$ cat config.mk
export PLATFORM = sky130hd
export DESIGN_NAME = instr_deserializer
export DESIGN_NICKNAME = d
export VERILOG_FILES = /design/src/rtl/ctrl_pkg.sv /design/src/rtl/sync_2ff.sv /design/src/rtl/instr_deserializer.sv
export SDC_FILE = /design/constraint.sdc
export NUM_CORES = 1
export LEC_CHECK = 0
export ABC_AREA = 0
export BUFFER_PORTS_ARGS = -buffer_cell sky130_fd_sc_hd__buf_2
export CORE_AREA = 2 2 75 77
export DETAILED_ROUTE_END_ITERATION = 8
export DIE_AREA = 0 0 77 79
export PLACE_DENSITY = 0.61
export SLEW_MARGIN = 20
export SYNTH_ARGS = -nofsm -noshare
export SYNTH_HDL_FRONTEND = slang
export SYNTH_SLANG_ARGS = --single-unit
$ cat constraint.sdc
create_clock -name clk -period 1.5 [get_ports clk]
set_input_delay 0.075 -clock clk [delete_from_list [all_inputs] [get_ports clk]]
set_output_delay 0.075 -clock clk [all_outputs]
set_load 0.02 [all_outputs]
$ cat src/rtl/ctrl_pkg.sv
// Shared control-path definitions: instruction geometry, opcode encoding and
// the field slice positions used by the deserializer and the request queue.
package ctrl_pkg;

  localparam int ADDRW   = 8;
  localparam int OPCODEW = 2;
  localparam int INSTRW  = OPCODEW + 2 * ADDRW;

  localparam int   OP_SEL_BIT = 0;
  localparam logic OP_AES     = 1'b0;
  localparam logic OP_SHA     = 1'b1;

  // Field MSB positions inside an INSTRW-bit instruction word
  localparam int OPCODE_MSB = INSTRW - 1;
  localparam int KEY_MSB    = 2 * ADDRW - 1;
  localparam int TEXT_MSB   = ADDRW - 1;

endpackage

$ cat src/rtl/sync_2ff.sv
// Two-flop synchronizer for asynchronous level inputs; one flop pair per bit.
module sync_2ff #(
  parameter int WIDTH = 1
) (
  input  logic             clk,
  input  logic             rst_n,
  input  logic [WIDTH-1:0] d,
  output logic [WIDTH-1:0] q
);

  logic [WIDTH-1:0] meta;

  // NOTE: sequential state uses non-blocking assignments so every flop samples
  // the pre-edge value of its neighbour; blocking here would collapse the chain.
  always_ff @(posedge clk or negedge rst_n) begin
    if (!rst_n) begin
      meta <= '0;
      q    <= '0;
    end else begin
      meta <= d;
      q    <= meta;
    end
  end

endmodule

$ cat src/rtl/instr_deserializer.sv
// Receives serial instruction frames from the CPU, assembles them into one
// instruction word and offers it to the request queue via valid/ready.
module instr_deserializer #(
  parameter int ADDRW   = ctrl_pkg::ADDRW,
  parameter int OPCODEW = ctrl_pkg::OPCODEW
) (
  input  logic               clk,
  input  logic               rst_n,
  input  logic               spi_sclk,
  input  logic               spi_cs_n,
  input  logic               spi_mosi,
  input  logic               ready_in,
  output logic               valid_out,
  output logic [OPCODEW-1:0] opcode,
  output logic [ADDRW-1:0]   key_addr,
  output logic [ADDRW-1:0]   text_addr,
  output logic               frame_err,
  output logic               overflow
);

  localparam int INSTRW = OPCODEW + 2 * ADDRW;
  localparam int CNTW   = $clog2(INSTRW + 1);

  typedef enum logic [1:0] {
    IDLE    = 2'd0,
    SHIFT   = 2'd1,
    WAIT_CS = 2'd2
  } state_t;

  state_t state, state_next;

  logic sclk_s, cs_n_s, mosi_s;
  logic sclk_d, cs_n_d;
  logic sclk_rise, cs_rise, cs_fall;

  logic [CNTW-1:0]   cnt;
  // Only the first INSTRW-1 bits are stored; the final bit goes straight to hold
  logic [INSTRW-2:0] shreg;
  logic [INSTRW-1:0] hold;
  logic              extra_bits;

  logic shift_en, complete, cnt_clr;
  logic short_err, extra_err, extra_set, extra_clr;
  logic load, drop;

  sync_2ff #(.WIDTH(3)) u_sync (
    .clk   (clk),
    .rst_n (rst_n),
    .d     ({spi_sclk, spi_cs_n, spi_mosi}),
    .q     ({sclk_s, cs_n_s, mosi_s})
  );

  // Delayed copies for edge detection. cs_n_d resets low so a cs_n that is
  // already low when reset releases is not mistaken for a frame start.
  always_ff @(posedge clk or negedge rst_n) begin
    if (!rst_n) begin
      sclk_d <= 1'b0;
      cs_n_d <= 1'b0;
    end else begin
      sclk_d <= sclk_s;
      cs_n_d <= cs_n_s;
    end
  end

  assign sclk_rise = sclk_s & ~sclk_d;
  assign cs_rise   = cs_n_s & ~cs_n_d;
  assign cs_fall   = ~cs_n_s & cs_n_d;

  always_ff @(posedge clk or negedge rst_n) begin
    if (!rst_n) state <= IDLE;
    else        state <= state_next;
  end

  // NOTE: every signal driven here gets a default first, so no path through the
  // case statement leaves one unassigned and infers a latch.
  always_comb begin
    state_next = state;
    shift_en   = 1'b0;
    complete   = 1'b0;
    cnt_clr    = 1'b0;
    short_err  = 1'b0;
    extra_err  = 1'b0;
    extra_set  = 1'b0;
    extra_clr  = 1'b0;
    unique case (state)
      IDLE: begin
        if (cs_fall) begin
          cnt_clr    = 1'b1;
          state_next = SHIFT;
        end
      end
      SHIFT: begin
        // A shift coincident with cs_n rising is taken before the cs_n check
        shift_en = sclk_rise;
        if (sclk_rise && cnt == CNTW'(INSTRW - 1)) begin
          complete   = 1'b1;
          state_next = cs_rise ? IDLE : WAIT_CS;
        end else if (cs_rise) begin
          short_err  = 1'b1;
          state_next = IDLE;
        end
      end
      WAIT_CS: begin
        if (cs_rise) begin
          extra_err  = extra_bits | sclk_rise;
          extra_clr  = 1'b1;
          state_next = IDLE;
        end else if (sclk_rise) begin
          extra_set = 1'b1;
        end
      end
      default: state_next = IDLE;
    endcase
  end

  // A slot being emptied this cycle can be refilled in the same cycle
  assign load = complete & (~valid_out | ready_in);
  assign drop = complete & valid_out & ~ready_in;

  // NOTE: the shift and holding registers are reset along with the control
  // state because their contents appear directly on the outputs.
  always_ff @(posedge clk or negedge rst_n) begin
    if (!rst_n) begin
      cnt        <= '0;
      shreg      <= '0;
      hold       <= '0;
      extra_bits <= 1'b0;
      valid_out  <= 1'b0;
      frame_err  <= 1'b0;
      overflow   <= 1'b0;
    end else begin
      if (cnt_clr)       cnt <= '0;
      else if (shift_en) cnt <= cnt + CNTW'(1);

      if (shift_en) shreg <= {shreg[INSTRW-3:0], mosi_s};

      if (extra_clr)      extra_bits <= 1'b0;
      else if (extra_set) extra_bits <= 1'b1;

      frame_err <= short_err | extra_err;
      overflow  <= drop;

      if (load) begin
        hold      <= {shreg, mosi_s};
        valid_out <= 1'b1;
      end else if (valid_out && ready_in) begin
        valid_out <= 1'b0;
      end
    end
  end

  assign opcode    = hold[INSTRW-1 -: OPCODEW];
  assign key_addr  = hold[2*ADDRW-1 -: ADDRW];
  assign text_addr = hold[ADDRW-1:0];

endmodule
==> summary.txt <==
Critical path
  • Worst Setup SP: cnt[1]
  • Critical path class: reg2reg
  • Startpoint class of the critical path: flop
  • R2r startpoint: cnt[1]
  • Worst Path Required: around 1700 ps
  • Worst Setup End Kind: flop
  • Worst Path Arrival: 1740 ps
  • Crit-path max FO: 5

Power and ir drop
  • P per Cell Area: approximately 1100 nW/µm²
  • Overall power: approximately 2800 µW
  • Leak pwr: 0.00142 µW
  • Worst IR drop on VDD: around 0.00076 V

Outcome
  • Violated checks: setup timing
  • Status: finished with violations

Floorplanning
  • Top Ports: 27
  • Die Ht: approximately 79 µm
  • Die X: between 70 and 80 µm
  • Starting Density: between 30 and 40%
  • Die footprint: a little over 6000 µm²
  • Std-Cell Rows: 27
  • Core Region: 5340 µm²

Timing
  • Worst setup margin: -46.4 ps
  • RSZ-0062 raised after global routing: true
  • Worst Tran Pin Value: between 400 and 500 ps
  • Final Skew: between 6 and 7 ps
  • Final Hold Fails: 0
  • Minimum hold slack: 146 ps
  • Tcrit/Tclk final: 103%
  • Worst rel slew slack: a little under three quarters
  • Fmax: 647 MHz
  • Fin. max-slew vios: 0
  • Minimum clock period: 1550 ps
  • Setup Viol. Count Final: 18

Worst hold path
  • Worst Hold Class: in2reg
  • Hold_sp: ready_in

Global routing
  • Total Routing Usage GR: 13.1%
  • Largest net degree at the start of global routing: 37
  • Number of global-route vias before repair: about 1400
  • GR Overflow Total: 0
  • Initial antenna violation count: 0
  • Global-route wire length before repair: 6.26 mm

Place
  • Port Buffers: 26
  • Gpl congestion: between 0.7 and 0.8
  • DP HPWL: ~2.4 mm
  • Pre-CTS setup slack: -61.6 ps

Clock tree
  • Clk buf depth: 2
  • CTS H-tree lvls: 2
  • Clock transition at path regs: roughly 90 ps
  • CTS tree: built
  • Skew-Pair Late Insertion Delay: roughly 300 ps
  • Num CTS Buffers: 5
  • Root Driver: clkbuf_8
  • CTS Sinks: 54

Synthesis
  • Synth Net Count: 178
  • Mux cell area share after synthesis: a little under an eighth
  • EDFF count, synth: 0
  • Synth unique cells: 30
  • Top-area cell type share of the netlist area: 64.3%
  • Simple-Gate Fraction of Synth Area: 16.6%
  • Synth area leaders: dfrtp_1 64%, nand2_1 9.6%, mux2_4 7.1%, mux2_2 4.3%, a21oi_1 1.2%
  • Avg Cell Area, Syn: approximately 12 µm²
  • Register area share after synthesis: 64.3%
  • Number of synthesized register bits: 54
  • Mapped cell area: 2100 µm²
  • Top FF cell, synth: dfrtp_1
  • Most frequent cells after synthesis: 54 x dfrtp_1, 54 x nand2_1, 10 x mux2_4
  • Async set-or-reset flop fraction in the synthesized netlist: 100%
  • Adder-Cell Fraction of Synth Area: under 10%
  • Synth Area in Compound Gates: under 10%
  • Main combinational cell family by area after synthesis: simple AND/OR/NAND/NOR gates
  • Syn. warnings: 0
  • Synth Instances: 170
  • Area leader, netlist: dfrtp_1
  • Xor/xnor share of the synthesized area: less than 1%

Drt
  • Pre-antenna DRT Iters: 4
  • DRC viols: 0
  • DRT iter0 DRCs: 71
  • Total length of routed wires: around 3.4 mm
  • Total number of vias: ~1300
  • DRT antenna net count: 0
  • Routed vias/inst: around 4.5
  • WL/cell: roughly 12 µm

Run
  • Max cap viols: 0

Final layout
  • Antenna cells: 0
  • Fraction of layout instances using a drive strength above 1: about a third
  • Area growth syn-to-layout: 22.8%
  • Nets: between 200 and 250
[final timing paths]
| kind | to | slack [ps] | depth (start not counted) |
|---|---|---|---|
| max | hold[15] | -50 | 6 |
| min in group asynchronous | shreg[15] | 240 | 2 |
| min reg2reg | u_sync.q[1] | 350 | 0 |
| min | valid_out | 150 | 3 |
| max in group asynchronous | hold[1] | 720 | 3 |
| max reg2reg | hold[15] | -50 | 6 |
[routing by layer]
| metal | GRT usage [%] | wire length, µm | share of wire (%) |
|---|---|---|---|
| met1 | 17.6 | 1730 | 50 |
| met5 | 0 | 0 | 0 |
| met3 | 3.18 | 147 | 4.3 |
| met2 | 20.9 | 1500 | 44 |
| met4 | 4.82 | 52 | 1.5 |
[placed cells by master (no fill, tap or decap), drive strengths merged]
cell type,instances
a21bo,1
a21oi,5
a21boi,1
a211oi,1
ha,2
dlygate4sd3,4
and2b,1
mux2,18
inv,2
or3,2
nor4b,1
nor2b,4
xnor2,1
nand4bb,1
nand2,54
clkbuf,7
mux2i,1
clkinv,1
nand2b,2
and4bb,2
nand4,1
o21ai,3
nor2,4
dfrtp,54
a21o,1
nand3,2
buf,42
[registers in the layout, indices dropped and copies added (netlist names)]
name         cells
extra_bits       1
overflow         1
frame_err        1
sclk_d           1
cs_n_d           1
shreg           17
u_sync.q         3
u_sync.meta      3
state            2
valid_out        1
hold            18
cnt              5
[metrics by stage]
stage	TNS, ps	cells	util, %	cell area (µm²)
after global placement	-56.3	277	45.6	2430
after floorplan	-789	170	-	2100
final	-720	290	48.3	2580
after detailed placement	-641	277	45.6	2430
after global routing	-2010	290	48.3	2580
after CTS	-996	290	48.3	2580
[area by class of cell]
class | instances | area [µm²]
well taps | 72 | 90.1
repair buffers | 46 | 332
multi-input cells | 108 | 708
fillers | 514 | 2760
clock buffers | 7 | 86.3
clock inverters | 1 | 5.00
flip-flops and latches | 54 | 1350
inverters | 2 | 7.51
[critical path, cell delays in order, from the launching register on]
cell	delay, ps
dfrtp_1	380
inv_1	60
ha_2	160
and4bb_2	270
nand3_4	120
buf_6	170
mux2_4	290
[where the power goes]
part	switching [µW]	internal [µW]	total, µW
combinational	176	171	347
clock	452	373	825
sequential	85.9	1580	1670
total	714	2130	2840
[cells by family (layout without fill, tap and decap cells)]
| group | after synthesis | in the layout |
|---|---|---|
| and+or+nand+nor | 74 | 74 |
| buffers and inverters | 8 | 56 |
| muxes | 19 | 19 |
| adders and majority gates | 2 | 2 |
| xor gates and xnor gates | 1 | 1 |
| AOI/OAI and AO/OA | 12 | 12 |
| DFF | 54 | 54 |
[timing repair]
action                                  CTS  global route
gates resized for setup                   2             1
cloned                                    0             0
endpoints found under the setup margin   18            19
setup buffers                             1             0
endpoints found under the hold margin    21             0
hold buffers                              4             0
(Power assumes the default switching activity.)
